==> src/rtl/ascon_pkg.sv <==
// Shared definitions for the Ascon permutation sequencer.
//  - State width, round schedule length and the x0..x4 word offsets
//    inside the 320-bit state {x0,x1,x2,x3,x4} (x0 in the MSBs).
//  - FSM state type for the permutation controller.
//  - Round-constant and 64-bit rotate helpers.
package ascon_pkg;

  localparam int unsigned ASCON_STATE_W    = 320;
  localparam int unsigned ASCON_WORD_W     = 64;
  localparam int unsigned ASCON_MAX_ROUNDS = 12;

  // LSB offset of each word: index 0 = x0 ... index 4 = x4
  localparam int unsigned X_LSB [5] = '{256, 192, 128, 64, 0};

  typedef enum logic [1:0] {
    ST_IDLE,
    ST_LOAD,
    ST_RUN,
    ST_DONE
  } perm_state_e;

  // c = 0xF0 - idx*0x0F, 8-bit wrap
  function automatic logic [7:0] rc(input logic [7:0] idx);
    return 8'hF0 - (idx * 8'h0F);
  endfunction

  function automatic logic [63:0] ror64(input logic [63:0] x, input int unsigned r);
    return (x >> r) | (x << (64 - r));
  endfunction

endpackage

==> src/rtl/ascon_perm_ctrl_if.sv <==
// Handshake/data bundle between the ASCON mode controller (master) and the
// permutation sequencer (slave).
//  start_i      request a permutation (taken when ready_o=1)
//  num_rounds_i n for p^n, sampled with start_i
//  state_i      input state, sampled with start_i
//  ready_o      sequencer can accept start_i
//  busy_o       permutation in progress
//  done_o       one-cycle pulse, state_o holds the result
//  state_o      registered state
//  round_idx_o  round index applied this cycle, 0 when not running
interface ascon_perm_ctrl_if
  import ascon_pkg::*;
#(
  parameter int unsigned ROUND_W = 4
);
  logic                     start_i;
  logic [ROUND_W-1:0]       num_rounds_i;
  logic [ASCON_STATE_W-1:0] state_i;
  logic                     ready_o;
  logic                     busy_o;
  logic                     done_o;
  logic [ASCON_STATE_W-1:0] state_o;
  logic [ROUND_W-1:0]       round_idx_o;

  modport master (
    output start_i, num_rounds_i, state_i,
    input  ready_o, busy_o, done_o, state_o, round_idx_o
  );

  modport slave (
    input  start_i, num_rounds_i, state_i,
    output ready_o, busy_o, done_o, state_o, round_idx_o
  );
endinterface

==> src/rtl/ascon_round.sv <==
// One combinational Ascon round: constant addition into x2[7:0], bitsliced
// 5-bit S-box layer across all 64 columns, then per-word linear diffusion.
//  state_i      320-bit state before the round
//  round_idx_i  round index selecting the constant
//  state_o      320-bit state after the round
module ascon_round
  import ascon_pkg::*;
#(
  parameter int unsigned ROUND_W = 4
) (
  input  logic [ASCON_STATE_W-1:0] state_i,
  input  logic [ROUND_W-1:0]       round_idx_i,
  output logic [ASCON_STATE_W-1:0] state_o
);

  logic [63:0] a [5];
  logic [63:0] t [5];
  logic [63:0] b [5];
  logic [63:0] l [5];

  always_comb begin
    for (int unsigned i = 0; i < 5; i++) begin
      a[i] = state_i[X_LSB[i] +: ASCON_WORD_W];
    end
    a[2][7:0] = a[2][7:0] ^ rc(8'(round_idx_i));

    // S-box: input mixing, chi-like nonlinear step, output mixing
    a[0] = a[0] ^ a[4];
    a[4] = a[4] ^ a[3];
    a[2] = a[2] ^ a[1];
    for (int unsigned i = 0; i < 5; i++) begin
      t[i] = ~a[i] & a[(i + 1) % 5];
    end
    for (int unsigned i = 0; i < 5; i++) begin
      b[i] = a[i] ^ t[(i + 1) % 5];
    end
    b[1] = b[1] ^ b[0];
    b[0] = b[0] ^ b[4];
    b[3] = b[3] ^ b[2];
    b[2] = ~b[2];

    l[0] = b[0] ^ ror64(b[0], 19) ^ ror64(b[0], 28);
    l[1] = b[1] ^ ror64(b[1], 61) ^ ror64(b[1], 39);
    l[2] = b[2] ^ ror64(b[2], 1)  ^ ror64(b[2], 6);
    l[3] = b[3] ^ ror64(b[3], 10) ^ ror64(b[3], 17);
    l[4] = b[4] ^ ror64(b[4], 7)  ^ ror64(b[4], 41);

    state_o = '0;
    for (int unsigned i = 0; i < 5; i++) begin
      state_o[X_LSB[i] +: ASCON_WORD_W] = l[i];
    end
  end

endmodule

==> src/rtl/ascon_perm_ctrl.sv <==
// Ascon permutation sequencer: applies p^n one round per clock using
// round indices MAX_ROUNDS-n .. MAX_ROUNDS-1.
//  clk    rising-edge clock
//  rst_n  asynchronous active-low reset
//  bus    slave side of ascon_perm_ctrl_if (start/ready/busy/done handshake,
//         round count, input/output state, round index trace)
// Holds the FSM, round counter, rounds-left counter and state register; the
// round arithmetic lives in ascon_round.
module ascon_perm_ctrl
  import ascon_pkg::*;
#(
  parameter int unsigned MAX_ROUNDS = ASCON_MAX_ROUNDS,
  parameter int unsigned ROUND_W    = 4
) (
  input  logic                clk,
  input  logic                rst_n,
  ascon_perm_ctrl_if.slave    bus
);

  perm_state_e              fsm_q, fsm_d;
  logic [ASCON_STATE_W-1:0] state_q, state_d;
  logic [ROUND_W-1:0]       ctr_q, ctr_d;
  logic [ROUND_W-1:0]       left_q, left_d;
  logic [ROUND_W-1:0]       n_clamped;
  logic [ASCON_STATE_W-1:0] round_out;

  ascon_round #(
    .ROUND_W (ROUND_W)
  ) u_round (
    .state_i     (state_q),
    .round_idx_i (ctr_q),
    .state_o     (round_out)
  );

  always_comb begin
    n_clamped = bus.num_rounds_i;
    if (32'(bus.num_rounds_i) > MAX_ROUNDS) begin
      n_clamped = ROUND_W'(MAX_ROUNDS);
    end
  end

  always_comb begin
    fsm_d   = fsm_q;
    state_d = state_q;
    ctr_d   = ctr_q;
    left_d  = left_q;
    unique case (fsm_q)
      // DONE shares the accept path with IDLE so a start in the done cycle
      // goes straight back to LOAD.
      ST_IDLE, ST_DONE: begin
        if (bus.start_i) begin
          state_d = bus.state_i;
          ctr_d   = ROUND_W'(MAX_ROUNDS) - n_clamped;
          left_d  = n_clamped;
          fsm_d   = ST_LOAD;
        end else begin
          fsm_d   = ST_IDLE;
        end
      end
      ST_LOAD: begin
        fsm_d = (left_q == '0) ? ST_DONE : ST_RUN;
      end
      ST_RUN: begin
        state_d = round_out;
        ctr_d   = ctr_q + 1'b1;
        left_d  = left_q - 1'b1;
        if (left_q == ROUND_W'(1)) begin
          fsm_d = ST_DONE;
        end
      end
      default: fsm_d = ST_IDLE;
    endcase
  end

  always_ff @(posedge clk or negedge rst_n) begin
    if (!rst_n) begin
      fsm_q   <= ST_IDLE;
      state_q <= '0;
      ctr_q   <= '0;
      left_q  <= '0;
    end else begin
      fsm_q   <= fsm_d;
      state_q <= state_d;
      ctr_q   <= ctr_d;
      left_q  <= left_d;
    end
  end

  assign bus.ready_o     = (fsm_q == ST_IDLE) || (fsm_q == ST_DONE);
  assign bus.busy_o      = (fsm_q == ST_LOAD) || (fsm_q == ST_RUN);
  assign bus.done_o      = (fsm_q == ST_DONE);
  assign bus.state_o     = state_q;
  assign bus.round_idx_o = (fsm_q == ST_RUN) ? ctr_q : '0;

endmodule

==> src/flat_wrapper.sv <==
// flat-port wrapper written by rule: the top's interface ports become plain ports
module ascon_perm_ctrl_flat import ascon_pkg::*;
#(
  parameter int unsigned MAX_ROUNDS = ASCON_MAX_ROUNDS,
  parameter int unsigned ROUND_W    = 4
)
  (clk, rst_n, bus_start_i, bus_num_rounds_i, bus_state_i, bus_ready_o, bus_busy_o, bus_done_o, bus_state_o, bus_round_idx_o);
  ascon_perm_ctrl_if #(.ROUND_W(ROUND_W)) bus_i ();
  input  logic clk;
  input  logic rst_n;
  input wire logic [$bits(bus_i.start_i)-1:0] bus_start_i;
  input wire logic [$bits(bus_i.num_rounds_i)-1:0] bus_num_rounds_i;
  input wire logic [$bits(bus_i.state_i)-1:0] bus_state_i;
  output wire logic [$bits(bus_i.ready_o)-1:0] bus_ready_o;
  output wire logic [$bits(bus_i.busy_o)-1:0] bus_busy_o;
  output wire logic [$bits(bus_i.done_o)-1:0] bus_done_o;
  output wire logic [$bits(bus_i.state_o)-1:0] bus_state_o;
  output wire logic [$bits(bus_i.round_idx_o)-1:0] bus_round_idx_o;
  assign bus_i.start_i = bus_start_i;
  assign bus_i.num_rounds_i = bus_num_rounds_i;
  assign bus_i.state_i = bus_state_i;
  assign bus_ready_o = bus_i.ready_o;
  assign bus_busy_o = bus_i.busy_o;
  assign bus_done_o = bus_i.done_o;
  assign bus_state_o = bus_i.state_o;
  assign bus_round_idx_o = bus_i.round_idx_o;
  ascon_perm_ctrl #(.MAX_ROUNDS(MAX_ROUNDS), .ROUND_W(ROUND_W)) u_core (.clk(clk), .rst_n(rst_n), .bus(bus_i));
endmodule
==> config.mk <==
export PLATFORM = sky130hd
export DESIGN_NAME = ascon_perm_ctrl_flat
export DESIGN_NICKNAME = d
export VERILOG_FILES = /design/src/rtl/ascon_pkg.sv /design/src/rtl/ascon_perm_ctrl_if.sv /design/src/rtl/ascon_round.sv /design/src/rtl/ascon_perm_ctrl.sv /design/src/flat_wrapper.sv
export SDC_FILE = /design/constraint.sdc
export NUM_CORES = 1
export LEC_CHECK = 0
export ABC_CLOCK_PERIOD_IN_PS = 5100
export CAP_MARGIN = 20
export CORE_AREA = 2 2 253 255
export CTS_CLUSTER_SIZE = 40
export DETAILED_ROUTE_END_ITERATION = 7
export DIE_AREA = 0 0 255 257
export PLACE_DENSITY = 0.87
export SLEW_MARGIN = 0
export SYNTH_ARGS = -nofsm -noshare
export SYNTH_HDL_FRONTEND = slang
export SYNTH_SLANG_ARGS = --single-unit
==> constraint.sdc <==
create_clock -name clk -period 5.1 [get_ports clk]
set_input_delay 1.275 -clock clk [delete_from_list [all_inputs] [get_ports clk]]
set_output_delay 1.275 -clock clk [all_outputs]
set_load 0.05 [all_outputs]
Word-level counts from Yosys, hierarchy flattened

Cells that the tools add are included.

Bitwise gates (word level): 43
Add/subtract/negate cells: 4
$lt $le $gt $ge: 1
Multipliers: 1
Multiplexer cells: 12
Equality and inequality tests: 6
Reductions and logical operators: 7

Operators with widths:

| operator              | number |
|---|---|
| $xor A64 B64 Y64      | 21 |
| $pmux W320 S2         | 1 |
| $not A64 Y64          | 6 |
| $and A64 B64 Y64      | 5 |
| $mux W320             | 1 |
| $or A23 B64 Y64       | 1 |
| $or A25 B64 Y64       | 1 |
| $or A3 B64 Y64        | 1 |
| $or A36 B64 Y64       | 1 |
| $or A45 B64 Y64       | 1 |
| $or A47 B64 Y64       | 1 |
| $or A54 B64 Y64       | 1 |
| $or A57 B64 Y64       | 1 |
| $or A58 B64 Y64       | 1 |
| $or A63 B64 Y64       | 1 |
| $mux W4               | 4 |
| $pmux W4 S2           | 2 |
| $mul A4 B4 Y8 const B | 1 |
| $sub A8 B8 Y8 const A | 1 |
| $xor A8 B8 Y8         | 1 |
| $pmux W2 S3           | 1 |
| $add A4 B1 Y4 const B | 1 |
| $eq A2 B2 Y1 const B  | 2 |
| $eq A4 B1 Y1 const B  | 1 |
| other kinds (14)      | 16 |

Word-level logic and storage cells: 78
Bits of input ports: 327
Output and inout port bits: 327
Register bits after elaboration: 330

Logic depth before layout (Yosys ltp)

Gate-level depths: netlist of run 1.

Word-level depth: 12
Mapped depth: 19

By module

Synthesis of run 1 repeated with hierarchy kept, for this count alone.

Cells, all modules: 3093
Area total of the unflattened synthesis: 30131.4 µm²

By module, submodules not included:

| module          | instances | area an instance (µm²) | cells each | seq. area each (µm²) |
|---|---|---|---|---|
| ascon_perm_ctrl | 1         | 15434.8                | 1468       | 8257.9 |
| ascon_round     | 1         | 14696.6                | 1625       | 0.0 |

Worst setup path after synthesis of run 1

Ideal clock, no wire load.

Path type: register to register
Start point: register u_core.ctr_q[2]
End point: register u_core.state_q[125], in the netlist u_core.bus.state_o[125]
Cell stages (with the launch flop): 18
Data required time: 5.025 ns
Period minus slack after synthesis: 4.035 ns
Setup time: 0.075 ns
Slack: 1.065 ns
Path buffers: 0
Arrival time: 3.959 ns
Cell sequence: dfrtp_1 -> inv_1 -> fa_1 -> ha_1 -> inv_1 -> ha_1 -> ha_1 -> a21o_1 -> nand3_1 -> a211o_1 -> nand2_1 -> ha_1 -> xnor2_1 -> xnor2_2 -> xor2_1 -> xnor2_1 -> a211o_1 -> o21ai_2

Longest elaborated chain between the ends: 10

RTL lines:

| item                           | RTL line              | text |
|---|---|---|
| start: declaration             | ascon_perm_ctrl.sv:22 | `logic [ROUND_W-1:0] ctr_q, ctr_d;` |
| start signal: assignment       | ascon_perm_ctrl.sv:84 | `ctr_q <= ctr_d;` |
| $mul A4 B4 Y8                  | ascon_pkg.sv:24       | `return 8'hF0 - (idx * 8'h0F);` |
| $sub A8 B8 Y8                  | ascon_pkg.sv:24       |  |
| $xor A8 B8 Y8                  | ascon_round.sv:25     | `a[2][7:0] = a[2][7:0] ^ rc(8'(round_idx_i));` |
| $xor A64 B64 Y64               | ascon_round.sv:30     | `a[2] = a[2] ^ a[1];` |
| $xor A64 B64 Y64               | ascon_round.sv:35     | `b[i] = a[i] ^ t[(i + 1) % 5];` |
| $xor A64 B64 Y64               | ascon_round.sv:39     | `b[3] = b[3] ^ b[2];` |
| $or A54 B64 Y64                | ascon_pkg.sv:28       | `return (x >> r) \| (x << (64 - r));` |
| $xor A64 B64 Y64 (2 in series) | ascon_round.sv:45     | `l[3] = b[3] ^ ror64(b[3], 10) ^ ror64(b[3], 17);` |
| $pmux W320 S2                  | ascon_perm_ctrl.sv:47 | `unique case (fsm_q)` |
| end signal: assignment         | ascon_perm_ctrl.sv:83 | `state_q <= state_d;` |
| end: declaration               | ascon_perm_ctrl.sv:21 | `logic [ASCON_STATE_W-1:0] state_q, state_d;` |

Every way passes these cells.
A chain may end at the register's enable or synchronous reset.

Worst setup path in the final report of run 1

Ends and elaborated chain as after synthesis.

==> results.ini, run 1 <==
[run_status]
status=finished clean

[timing]
fin_crit_sh_pct=90.0
slew_headroom_pct=12.8
fin_worst_skew_ns=0.0403
period_minus_slack_ns=4.59
setup_tns_ns=0
rsz0062_at_grt=false
finalSetupViolCount=0
maxSlewViolCount=0
fmax_mhz=218
tightest_slew_ns=1.30
hold_viol=0

[final_layout]
area_growth_pct=28.8
instances_no_fill=4879
nets=4488
seq_area_um2=8260
drive_gt1_share_pct=8.21
multiInputGateArea_um2=21500
num-fill-cells=5232

[critical_path]
r2r_cells=17
cp_num_cells=17
critical-path-max-stage-delay_ns=0.51
cpMostUsedCell=ha_1
cp_top_family=adder cells
cpMaxStageDelayCell=xnor2_1
r2r_setup_slack_ns=0.51
r2r-start=u_core.ctr_q[2]
arrival_ns=5.12
cp_max_fo=7
endpoint_kind=flop
crit_type=reg2reg
worstPathRequired_ns=5.63
cp-start-kind=flop
r2r-end=u_core.bus.state_o[125]
cp-startpoint=u_core.ctr_q[2]
path_cells=inv_1, fa_1, ha_1, inv_1, ha_1, ha_1, a21o_1, nand3_1, a211o_1, nand2_1, ha_1, xnor2_1, xnor2_2, xor2_1, xnor2_1, a211o_1, o21ai_2
crit_buf_inv=2
cp-endpoint=u_core.bus.state_o[125]

[die]
dieArea_um2=65500
die_w_um=255
die_h_um=257
pin_count=654
core.rowCount=92
core_um2=62700
start_util_pct=49.5

[logic_synthesis]
seq_area_frac_synth_pct=26.6
yosys_warnings=0
synth.largest_area_cell=dfrtp_1
ys.flop_type=dfrtp_1
syn_nets=3871
synth_cell_types=44
synth_commonest_cells=742 x xnor2_1, 330 x dfrtp_1, 282 x xor2_1
ys_ff_latch=330
synth_edf_count=0
synthesis.area_um2=31100
synth.most_common_cell=xnor2_1
synthArstFlopShare_pct=100
synth_top_area_share_pct=26.6
syn_inst=3386
ys_top_cells_by_area=dfrtp_1 27%, xnor2_1 21%, xor2_1 8.0%
synth_area_per_cell_um2=9.17

[global_routing]
grt_pass1_vias=27700
grt_overflow=0
grt_max_degree=157
grt_pass1_wl_mm=204
antenna_found_initial=7
track_usage_pct=44.3

[run]
cap_viol_max_count=0

[cts]
cts_made_buffers=43
cts.clk_slew.worst_paths_ns=0.07
root_buffer=clkbuf_16
cts_sinks=330
clock_path_buffers=3
tritoncts=yes
post_cts_buffers=0
postCtsHoldBufs=0
insertion_delay_ns=0.60
ctsResizeCount=0
cts.htree.levels=2

[placed_design]
place_inst=4804
gp_congestion=1.05
port_buffers=653
hpwl_mm=122

[drt]
drt-vias-per-instance=5.83
antenna_left=0
drcViolationCount=0
drt_iter0_drc=3720
routedWlPerCell_um=30.3
routed_wl_mm=148
first_pass_iters=5
num_vias=28400

[hold_path]
hp-class=reg2reg

[routing by layer]
metal / wire length (um) / vias up / GRT usage [%] / part of all wire (%)
met5: 71 / - / 0 / 0.048
met4: 12100 / 10 / 29.5 / 8.2
met3: 15500 / 443 / 9.63 / 10
met2: 64900 / 1826 / 68.1 / 44
met1: 55200 / 13900 / 55.8 / 37
li1: - / 12200 / - / -
[flip-flops by register name, indices dropped and copies added (netlist names)]
signal / cells
u_core.bus.state_o: 320
u_core.ctr_q: 4
u_core.fsm_q: 2
u_core.left_q: 4
[through the flow]
step	area, um2	hold WS [ns]	util, %	setup WS [ns]
finish	40000	0.534	63.8	0.508
global route	40000	0.572	63.8	0.251
CTS	40000	0.523	63.8	0.514
detailed placement	38600	0.510	61.6	0.554
global placement	38600	0.495	61.6	0.611
floorplan	31100	0.538	-	1.07
[layout make-up]
class / instances / area share, %
Timing Repair Buffer: 695 / 17.5
Clock inverter: 13 / 0.332
Clock buffer: 61 / 3.08
Antenna cell: 1 / 0.00626
Sequential cell: 330 / 20.6
Multi-Input combinational cell: 2722 / 53.9
Tap cell: 846 / 2.65
Inverter: 211 / 1.98
[cells by family after synthesis]
| logic type | after synthesis | share of synthesized area [%] |
|---|---|---|
| AOI/OAI and AO/OA | 549 | 9.67 |
| muxes | 216 | 6.97 |
| and+or+nand+nor | 562 | 7.01 |
| xor gates and xnor gates | 1177 | 37.1 |
| buffers and inverters | 334 | 4.16 |
| DFF | 330 | 26.6 |
| adders and majority gates | 218 | 8.51 |
[tightest hold or removal path, delay by kind of cell, from the launching register on]
family             cells  cell delay (ns)
DFF                    1             0.36
AOI/OAI and AO/OA      1             0.08
and+or+nand+nor        1             0.05
[placed cells by master, fill, tap and decap left out, types with 190 or more instances in the layout]
cell type,n
a21oi_1,211
clkdlybuf4s50_1,652
dfrtp_1,330
inv_1,190
mux2i_1,214
nand2_1,268
nor2_1,269
o21ai_0,191
xnor2_1,742
xor2_1,282
[worst min path at each step]
stage,start,endpoint,slack (ns),depth (start not counted)
final,u_core.bus.state_o[113],u_core.bus.state_o[113],0.53,2
after global placement,u_core.bus.state_o[113],u_core.bus.state_o[113],0.50,2
after floorplan,u_core.ctr_q[1],u_core.ctr_q[1],0.54,2
after CTS,u_core.bus.state_o[113],u_core.bus.state_o[113],0.52,2
after detailed placement,u_core.bus.state_o[113],u_core.bus.state_o[113],0.51,2
after global routing,u_core.bus.state_o[251],u_core.bus.state_o[251],0.57,1
Power of run 1 is left out: the tool's default activity adds up to more than one toggle a clock period on the data nets, which glitch-free logic cannot reach.
==> inputs of run 2 (changes only) <==
RECOVER_POWER = 50   (was default)
==> results.ini, run 2 (same netlist as run 1, synthesis figures left out) <==
[final_layout]
fin_util_pct=63.6  ; -0.21 points
drive_gt1_share_pct=8.01  ; -0.20 points
final_common_cell=xnor2_1
final_cell_mix=744 x xnor2_1, 652 x clkdlybuf4s50_1, 330 x dfrtp_1, 282 x xor2_1, 269 x nor2_1
area_growth_pct=28.4
largest_reg_flops=320  ; unchanged
nets=4488  ; unchanged

[cts]
ctsResizeCount=0  ; unchanged
cts_made_buffers=43  ; unchanged
insertion_delay_ns=0.60  ; about the same
post_cts_buffers=0  ; unchanged
clock_path_buffers=3  ; unchanged
cts_sinks=330  ; unchanged
tritoncts=yes
cts.htree.levels=2  ; unchanged
cts.clk_slew.worst_paths_ns=0.06  ; about the same
root_buffer=clkbuf_16
postCtsHoldBufs=0  ; unchanged

[timing]
setup_tns_ns=0  ; unchanged
slew_headroom_pct=-103  ; -120 points
period_minus_slack_ns=4.85  ; +0.258 ns
fin_worst_skew_ns=0.0400  ; -0.000334 ns
maxSlewViolCount=367  ; +367
hold_viol=0  ; unchanged
fmax_mhz=206  ; -5.3%
rsz0062_at_grt=false
finalSetupViolCount=0  ; unchanged
tightest_slew_ns=3.05  ; +1.75 ns
fin_crit_sh_pct=95.1  ; +5.1 points

[drt]
num_vias=28400  ; -0.14%
routedWlPerCell_um=30.3  ; about the same
routed_wl_mm=148  ; about the same
drt_iter0_drc=3590  ; -3.5%
first_pass_iters=6  ; +1
drt-vias-per-instance=5.82  ; -0.16%
drcViolationCount=0  ; unchanged
antenna_left=0  ; unchanged

[critical_path]
cp-start-kind=input port
worstPathRequired_ns=5.45  ; -0.18 ns
cp_top_family=multiplexers
cpMaxStageDelayCell=mux2_1
crit_buf_inv=2  ; unchanged
arrival_ns=5.20  ; +0.08 ns
endpoint_kind=flop
crit_type=in2reg
cp_max_fo=66  ; +59
path_cells=clkdlybuf4s50_1, mux2_1, clkbuf_1, nand2b_1, a21oi_1, a221oi_1
critical-path-max-stage-delay_ns=2.00  ; +1.49 ns

[global_routing]
antenna_found_initial=7  ; unchanged
grt_max_degree=157  ; unchanged
grt_pass1_vias=27700  ; unchanged
grt_pass1_wl_mm=204  ; unchanged
track_usage_pct=44.3  ; unchanged
grt_overflow=0  ; unchanged

[run_status]
status=finished, violations left
violations=capacitance limit, slew limit

[placed_design]
port_buffers=653  ; unchanged
hpwl_mm=122  ; unchanged
gp_congestion=1.05  ; unchanged

[die]
dieArea_um2=65500  ; unchanged
start_util_pct=49.5  ; unchanged
pin_count=654  ; unchanged
core.rowCount=92  ; unchanged
core_um2=62700  ; unchanged
die_w_um=255  ; unchanged
die_h_um=257  ; unchanged

[run]
cap_viol_max_count=4  ; +4

[hold_path]
hp-class=reg2reg

-- run 2: cell count changes in the layout (fill, tap and decap cells not counted), sizes merged --
| cell | change |
|---|---|
| clkbuf | +12 |
| buf | -12 |
| diode | +1 |
-- run 2: layout make-up --
class | count | area [um2]
Antenna cell | 2 | 5.00
Clock buffer | 61 | 1230
Clock inverter | 13 | 133
Fill cell | 5255 | 22900
Inverter | 211 | 792
Multi-Input combinational cell | 2722 | 21500
Sequential cell | 330 | 8260
Tap cell | 846 | 1060
Timing Repair Buffer | 695 | 6890
-- run 2: worst paths after layout --
check,from,to,slack [ns],cells past startpoint
worst max-delay path,bus_start_i,u_core.ctr_q[3],0.25,6
max in group asynchronous,rst_n,u_core.bus.state_o[216],0.91,2
worst min register to register,u_core.bus.state_o[113],u_core.bus.state_o[113],0.53,2
worst min-delay path,u_core.bus.state_o[113],u_core.bus.state_o[113],0.53,2
min in group asynchronous,rst_n,u_core.bus.state_o[103],1.59,1
worst max register to register,u_core.fsm_q[0],u_core.ctr_q[3],0.33,7
-- run 2: routing by layer --
layer  global-route usage, %  part of all wire, %  vias up
met1                    55.8                   37    13800
li1                        -                    -    12200
met3                    9.63                   10      440
met5                       0                0.047        -
met4                    29.5                  8.2        8
met2                    68.1                   44     1853
-- run 2: worst min-delay path: cells and delay by family (launching register included) --
| kind | cells | cell delay [ns] |
|---|---|---|
| flops | 1 | 0.36 |
| simple gates | 1 | 0.05 |
| compound gates | 1 | 0.07 |
-- run 2: stage by stage --
stage	std cells	hold WS, ns	setup slack [ns]	area (um2)
2_1_floorplan	3386	0.538	1.07	31100
3_3_place_gp	4802	0.495	0.611	38600
3_5_place_dp	4804	0.510	0.554	38600
4_1_cts	4878	0.523	0.514	40000
5_1_grt	4879	0.572	0.134	39900
6_report	4880	0.525	0.251	39900
Power of run 2 is left out for the same reason.
